--- src/rtl/instruction_fetch.sv ---
// Instruction fetch stage: streams a run of consecutive imem words into a small
// first-word-fall-through FIFO and hands them to the decoder over valid/ready.
//
// Handshake: a word is transferred on every rising edge where inst_valid and
// inst_ready are both high; inst_data is held steady while inst_valid is high
// and inst_ready is low, and inst_valid never drops without a transfer (except
// on reset).
module instruction_fetch #(
    parameter int DATA_WIDTH = 32,
    parameter int ADDR_WIDTH = 11,
    parameter int FIFO_DEPTH = 4,
    parameter int COUNT_W    = 16
) (
    input  logic                  clk,
    input  logic                  reset,
    input  logic                  start,
    input  logic [ADDR_WIDTH-1:0] start_addr,
    input  logic [COUNT_W-1:0]    num_inst,
    output logic                  busy,
    output logic                  done,
    output logic                  imem_read_req,
    output logic [ADDR_WIDTH-1:0] imem_read_addr,
    input  logic [DATA_WIDTH-1:0] imem_read_data,
    output logic                  inst_valid,
    output logic [DATA_WIDTH-1:0] inst_data,
    input  logic                  inst_ready
);

    localparam int PTR_W = $clog2(FIFO_DEPTH);
    localparam int CNT_W = PTR_W + 1;

    typedef enum logic [1:0] {
        S_IDLE  = 2'd0,
        S_FETCH = 2'd1,
        S_DRAIN = 2'd2,
        S_DONE  = 2'd3
    } state_t;

    state_t                state_q, state_d;
    logic [ADDR_WIDTH-1:0] addr_q, addr_d;
    logic [COUNT_W-1:0]    num_q, num_d;
    logic [COUNT_W-1:0]    issued_q, issued_d;
    logic [COUNT_W-1:0]    returned_q, returned_d;
    logic                  pend_q, pend_d;
    logic [PTR_W-1:0]      wr_ptr_q, wr_ptr_d;
    logic [PTR_W-1:0]      rd_ptr_q, rd_ptr_d;
    logic [CNT_W-1:0]      fifo_count_q, fifo_count_d;
    logic [DATA_WIDTH-1:0] mem_q [FIFO_DEPTH];

    logic push;
    logic pop;
    logic credit_ok;

    // Credit check uses registered occupancy plus the word in flight only, so a
    // same-cycle pop never lets a request through and the FIFO cannot overflow.
    assign credit_ok      = (fifo_count_q + CNT_W'(pend_q)) < CNT_W'(FIFO_DEPTH);
    assign imem_read_req  = (state_q == S_FETCH) && credit_ok;
    assign imem_read_addr = addr_q;

    assign busy       = (state_q != S_IDLE);
    assign done       = (state_q == S_DONE);
    assign inst_valid = (fifo_count_q != '0);
    assign inst_data  = inst_valid ? mem_q[rd_ptr_q] : '0;

    // imem data is valid exactly one cycle after the request.
    assign push = pend_q;
    assign pop  = inst_valid && inst_ready;

    // Next-state logic for the run FSM, address/count tracking and FIFO pointers.
    always_comb begin
        state_d      = state_q;
        addr_d       = addr_q;
        num_d        = num_q;
        issued_d     = issued_q;
        returned_d   = returned_q;
        pend_d       = imem_read_req;
        wr_ptr_d     = wr_ptr_q;
        rd_ptr_d     = rd_ptr_q;
        fifo_count_d = fifo_count_q + CNT_W'(push) - CNT_W'(pop);

        if (push) begin
            wr_ptr_d   = wr_ptr_q + PTR_W'(1);
            returned_d = returned_q + COUNT_W'(1);
        end
        if (pop) begin
            rd_ptr_d = rd_ptr_q + PTR_W'(1);
        end

        unique case (state_q)
            S_IDLE: begin
                if (start) begin
                    if (num_inst != '0) begin
                        state_d    = S_FETCH;
                        addr_d     = start_addr;
                        num_d      = num_inst;
                        issued_d   = '0;
                        returned_d = '0;
                    end else begin
                        state_d = S_DONE;
                    end
                end
            end
            S_FETCH: begin
                if (imem_read_req) begin
                    addr_d   = addr_q + ADDR_WIDTH'(1);
                    issued_d = issued_q + COUNT_W'(1);
                    if (issued_q + COUNT_W'(1) == num_q) begin
                        state_d = S_DRAIN;
                    end
                end
            end
            S_DRAIN: begin
                if ((returned_q == num_q) && !pend_q && (fifo_count_q == '0)) begin
                    state_d = S_DONE;
                end
            end
            S_DONE: begin
                state_d = S_IDLE;
            end
            default: state_d = S_IDLE;
        endcase
    end

    // Control state; reset discards buffered words and the word in flight.
    always_ff @(posedge clk) begin
        if (!reset) begin
            state_q      <= S_IDLE;
            addr_q       <= '0;
            num_q        <= '0;
            issued_q     <= '0;
            returned_q   <= '0;
            pend_q       <= 1'b0;
            wr_ptr_q     <= '0;
            rd_ptr_q     <= '0;
            fifo_count_q <= '0;
        end else begin
            state_q      <= state_d;
            addr_q       <= addr_d;
            num_q        <= num_d;
            issued_q     <= issued_d;
            returned_q   <= returned_d;
            pend_q       <= pend_d;
            wr_ptr_q     <= wr_ptr_d;
            rd_ptr_q     <= rd_ptr_d;
            fifo_count_q <= fifo_count_d;
        end
    end

    // FIFO storage; contents need no reset because the pointers gate visibility.
    always_ff @(posedge clk) begin
        if (reset && push) begin
            mem_q[wr_ptr_q] <= imem_read_data;
        end
    end

endmodule

--- config.mk ---
export PLATFORM = sky130hd
export DESIGN_NAME = instruction_fetch
export DESIGN_NICKNAME = d
export VERILOG_FILES = /design/src/rtl/instruction_fetch.sv
export SDC_FILE = /design/constraint.sdc
export NUM_CORES = 1
export LEC_CHECK = 0
export ABC_AREA = 1
export CAP_MARGIN = 20
export CORE_MARGIN = 5
export CORE_UTILIZATION = 40
export CTS_BUF_LIST = sky130_fd_sc_hd__clkbuf_2
export DETAILED_ROUTE_END_ITERATION = 6
export HOLD_SLACK_MARGIN = 0.05
export PLACE_DENSITY = 0.58
export SYNTH_ARGS = -nofsm -noshare
export SYNTH_HDL_FRONTEND = slang
export SYNTH_SLANG_ARGS = --single-unit
--- constraint.sdc ---
create_clock -name clk -period 4.9 [get_ports clk]
set_input_delay 1.225 -clock clk [delete_from_list [all_inputs] [get_ports clk]]
set_output_delay 1.225 -clock clk [all_outputs]
set_load 0.03 [all_outputs]
# Yosys cells after proc, flatten, opt, wreduce, memory -nomap -nowiden
# Memory sizes are Yosys's and may differ from the RTL's. A register that Yosys moved wholly into a read port is not among the register bits.
# Cells that the tools add are included.
# op_classes
bitwise,0
order_cmp,1
div_mod_pow,0
n_shift,0
n_eq_ne,10
add_sub_neg,7
n_mux,23
reduce_logical,15
multipliers,0
# op_table
op,n
16-bit two-way mux,7
11-bit two-way mux,3
"16-bit by 1-bit adder with 16-bit output, second input constant",2
16-bit == test,2
32-bit two-way mux,1
16-bit one-hot mux with 2 select lines,1
11-bit one-hot mux with 2 select lines,1
16-bit nonzero test,1
2-bit two-way mux,7
"11-bit by 1-bit adder with 11-bit output, second input constant",1
"2-bit inequality test, second input constant",4
2-bit one-hot mux with 4 select lines,1
4-bit AND reduction,2
1-bit logical AND,5
"2-bit by 1-bit adder with 2-bit output, second input constant",2
"2-bit == test, second input constant",2
2-bit nonzero test,2
3-bit by 1-bit adder with 3-bit output,1
3-bit logical NOT,1
"3-bit < comparator, second input constant",1
3-bit AND reduction,1
3-bit nonzero test,1
3-bit by 1-bit subtractor with 3-bit output,1
"2-bit by 1-bit == test with 1-bit output, second input constant",1
4 further kinds,5
# totals
mem_count,1
reg_bits,69
latch_bits,0
in_bits,63
mem_bits_rw,128
mem_bits_ro,0
output_inout_bits,47
# mem_list
name,depth,width,read_ports,rd_clocked_by_memory_dff,wr,line_no,source
mem_q,4,32,1,1,1,48,logic [DATA_WIDTH-1:0] mem_q [FIFO_DEPTH];

# Logic depth before layout (Yosys ltp)
# depth
word_depth,5
depth_mapped,15
ltp_nobuf,15

# Least setup slack after synthesis
# OpenSTA, ideal clock, no wires.
# synth_timing
kind,input to register
startpoint,input reset
endpoint,memory mem_q[0][0] (enable)
cell_stages,4
n_path_buf,2
slack_ns,1.304
required_ns,4.479
setup_time_ns,0.421
t_arrival_ns,3.175
path_cell_list,clkbuf_1 > buf_1 > nand2_1 > nor2_1
# synth_between
elab_chain_len,3
# synth_lines
item,line_no,source
start: declaration,15,"input logic reset,"
1-bit logical AND,151,if (reset && push) begin
1-bit two-way mux,151,
1-bit two-way mux (implied by the code),152,mem_q[wr_ptr_q] <= imem_read_data;
end: declaration,48,
# Every way passes these cells.

==> flow_metrics.tcl <==
set metrics [dict create \
    syn_nets 1040 \
    slew_viol_final 0 \
    nNetsFinal 1143 \
    start_util_pct 40.7 \
    fin_crit_ps 4530 \
    outcome "completed" \
    syn-cell-area_mm2 0.00892 \
    synth.area.top_cells "edfxtp_1 (43%), dfxtp_1 (16%), nor2_1 (7.7%), o21ai_0 (5.8%), nand2_1 (5.6%)" \
    num_vias 6782 \
    synthMuxAreaShare_pct 0 \
    dp_hpwl_um 14200 \
    fillCellCount 2103 \
    cts.sink_count 199 \
    post_synth_fa_ha_maj_area_fraction_pct 2.24 \
    rows 54 \
    worstPathCellList "buf_4, nor2_1, nor2_1, o21ai_0, a21oi_1, clkdlybuf4s50_1" \
    synth-edff-count 128 \
    clock_latency_ps 780 \
    leakagePower_uw 0.00368 \
    fmax_ghz 0.221 \
    synth.top_cells.by_count "nor2_1 (182), nand2_1 (134), edfxtp_1 (128)" \
    timing.final.crit_share_pct 92.5 \
    worst_pin_slew_ps 861 \
    io_buffers 109 \
    cp-end-kind "output pin" \
    grt.overflow.total 0 \
    cap_violations 0 \
    yosysUniqueCellTypes 36 \
    synth-xor-area-share_pct 3.23 \
    arrival_ps 3310 \
    tritoncts "yes" \
    synth_simple_gate_area_share_pct 18.3 \
    cpMostUsedCell "nor2_1" \
    clk_pin_slew_ps 280 \
    drive_above_1_share_pct 6.50 \
    gp_congestion 0.793 \
    yosys.area.top_type_share_pct 43.1 \
    synth_compound_area_share_pct 12.6 \
    cts_buffers 17 \
    die_w_um 159 \
    grt_pass1_wl_um 34500 \
    hold_viol 0 \
    htreeDepth 4 \
    via_per_inst 4.99 \
    ys_seq_elements 199 \
    synth_flop_cell "edfxtp_1" \
    coreArea_mm2 0.0219 \
    synthMostInstantiatedCell "nor2_1" \
    first_global_vias 6695 \
    criticalPathCategory "flop to output pin" \
    ir_drop_mv 0.228 \
    cts_buffer_depth 2 \
    max_stage_delay_ps 970 \
    wl_per_cell_um 15.4 \
    required_ps 3670 \
    gr-usage-all-layers_pct 16.6 \
    post-cts-setup-buffer-count 0 \
    fin_worst_skew_ps 59.9 \
    syn_inst 961 \
    cts_hold_buf 0 \
    ant_nets 0 \
    power_density_mw_per_mm2 452 \
    cts_root_buf "clkbuf_2" \
    slowest_stage "dfxtp_2" \
    path_max_fanout 46 \
    final-seq-area_mm2 0.00527 \
    chipHeight_um 159 \
    hold_class "flop to flop" \
    grt_max_degree 65 \
    first_pass_iters 5 \
    syn_area_per_cell_um2 9.28 \
    fin_tns_setup_ps 0 \
    yosysSeqAreaShare_pct 59.0 \
    io_pins 110 \
    setup_violations 0 \
    drc 0 \
    syn2layout_area_growth_pct 18.8 \
    multi_input_area_mm2 0.00327 \
    yosysTopAreaCell "edfxtp_1" \
    async_flop_share_pct 0 \
    slew_headroom_pct 42.5 \
    totalWireLength_um 20900 \
    rsz0062_at_grt "false" \
    cts_resized 0 \
    cp-start-kind "flop" \
    synth_top_family_by_area "simple AND/OR/NAND/NOR gates" \
    hold-worst-slack_ps 478 \
    ff2ff_setup_slack_ps 2410 \
    drtIter0Drc 493 \
    antenna_found_initial 2 \
    design.die.area_mm2 0.0254 \
    yosys_warnings 0 \
]
==> cells in the final DEF (no fill, tap or decap), drive strengths merged, types with 7 or more instances in the layout <==
cell	count
a21oi	92
buf	14
clkbuf	17
clkdlybuf4s50	109
clkinv	7
dfxtp	71
edfxtp	128
ha	16
inv	76
nand2	137
nand3	44
nand4	10
nor2	190
nor3	8
o21ai	106
xnor2	8
xor2	17
==> stage by stage <==
stage / instance area, um^2 / cells / worst slack [ps] / total power, uW / utilization (%)
floorplan: 8920 / 961 / 1300 / 3280 / -
global placement: 10300 / 1325 / 1160 / 4010 / 47.2
detailed placement: 10300 / 1325 / 1160 / 4020 / 47.2
CTS: 10600 / 1357 / 233 / 4840 / 48.4
global route: 10600 / 1358 / 68.1 / 5110 / 48.4
finish: 10600 / 1358 / 366 / 4790 / 48.4
==> worst max-delay path: cells and delay by family (launching register included) <==
kind | cells | cell delay, ps
flip-flops | 1 | 970
AND/OR/NAND/NOR | 2 | 180
buffers and inverters | 2 | 1110
AO/OA/AOI/OAI | 2 | 300
==> layout make-up <==
cell class                      count  share of cell area (%)
Multi-Input combinational cell    654                    30.8
Antenna cell                        1                  0.0236
Inverter                           69                    2.44
Timing Repair Buffer              123                    11.3
Tap cell                          280                    3.31
Clock inverter                     15                    1.61
Clock buffer                       17                   0.803
Sequential cell                   199                    49.7
==> worst paths after layout <==
| check | startpoint | to | depth (start not counted) |
|---|---|---|---|
| min reg2reg | rd_ptr_q[0]$_SDFFE_PN0P_ | flop | 1 |
| min | rd_ptr_q[0]$_SDFFE_PN0P_ | flop | 1 |
| max | flop | inst_data[8] | 6 |
| max reg2reg | pend_q$_SDFF_PN0_ | issued_q[15]$_SDFFE_PN0P_ | 11 |
==> registers in the layout, summed over array words and instances (netlist names), named ones only <==
| register | count |
|---|---|
| pend_q | 1 |
| mem_q | 128 |
| fifo_count_q | 3 |
| returned_q | 16 |
| wr_ptr_q | 2 |
| state_q | 2 |
| num_q | 16 |
| issued_q | 16 |
| rd_ptr_q | 2 |
| imem_read_addr | 11 |
==> layer usage <==
| layer | GRT usage, % | part of all wire (%) | vias up |
|---|---|---|---|
| met5 | 0 | 0.053 | - |
| met4 | 4.11 | 0.87 | 2 |
| met3 | 3.21 | 4.9 | 17 |
| met2 | 26.6 | 46 | 143 |
| met1 | 23.5 | 48 | 3144 |
| li1 | - | - | 3476 |
==> report_power, final <==
part | switching [uW] | internal (uW)
Clock | 634 | 177
Combinational | 1190 | 694
Sequential | 162 | 1930
Total | 1990 | 2800
==> cell families (layout without fill, tap and decap cells) <==
group	Yosys count	in the layout
xor+xnor	28	28
fa+ha+maj	16	16
compound gates	216	216
buf+inv	108	224
other cells	0	1
simple gates	394	394
flops	199	199
No activity file was read; power rests on OpenSTA's default activity.
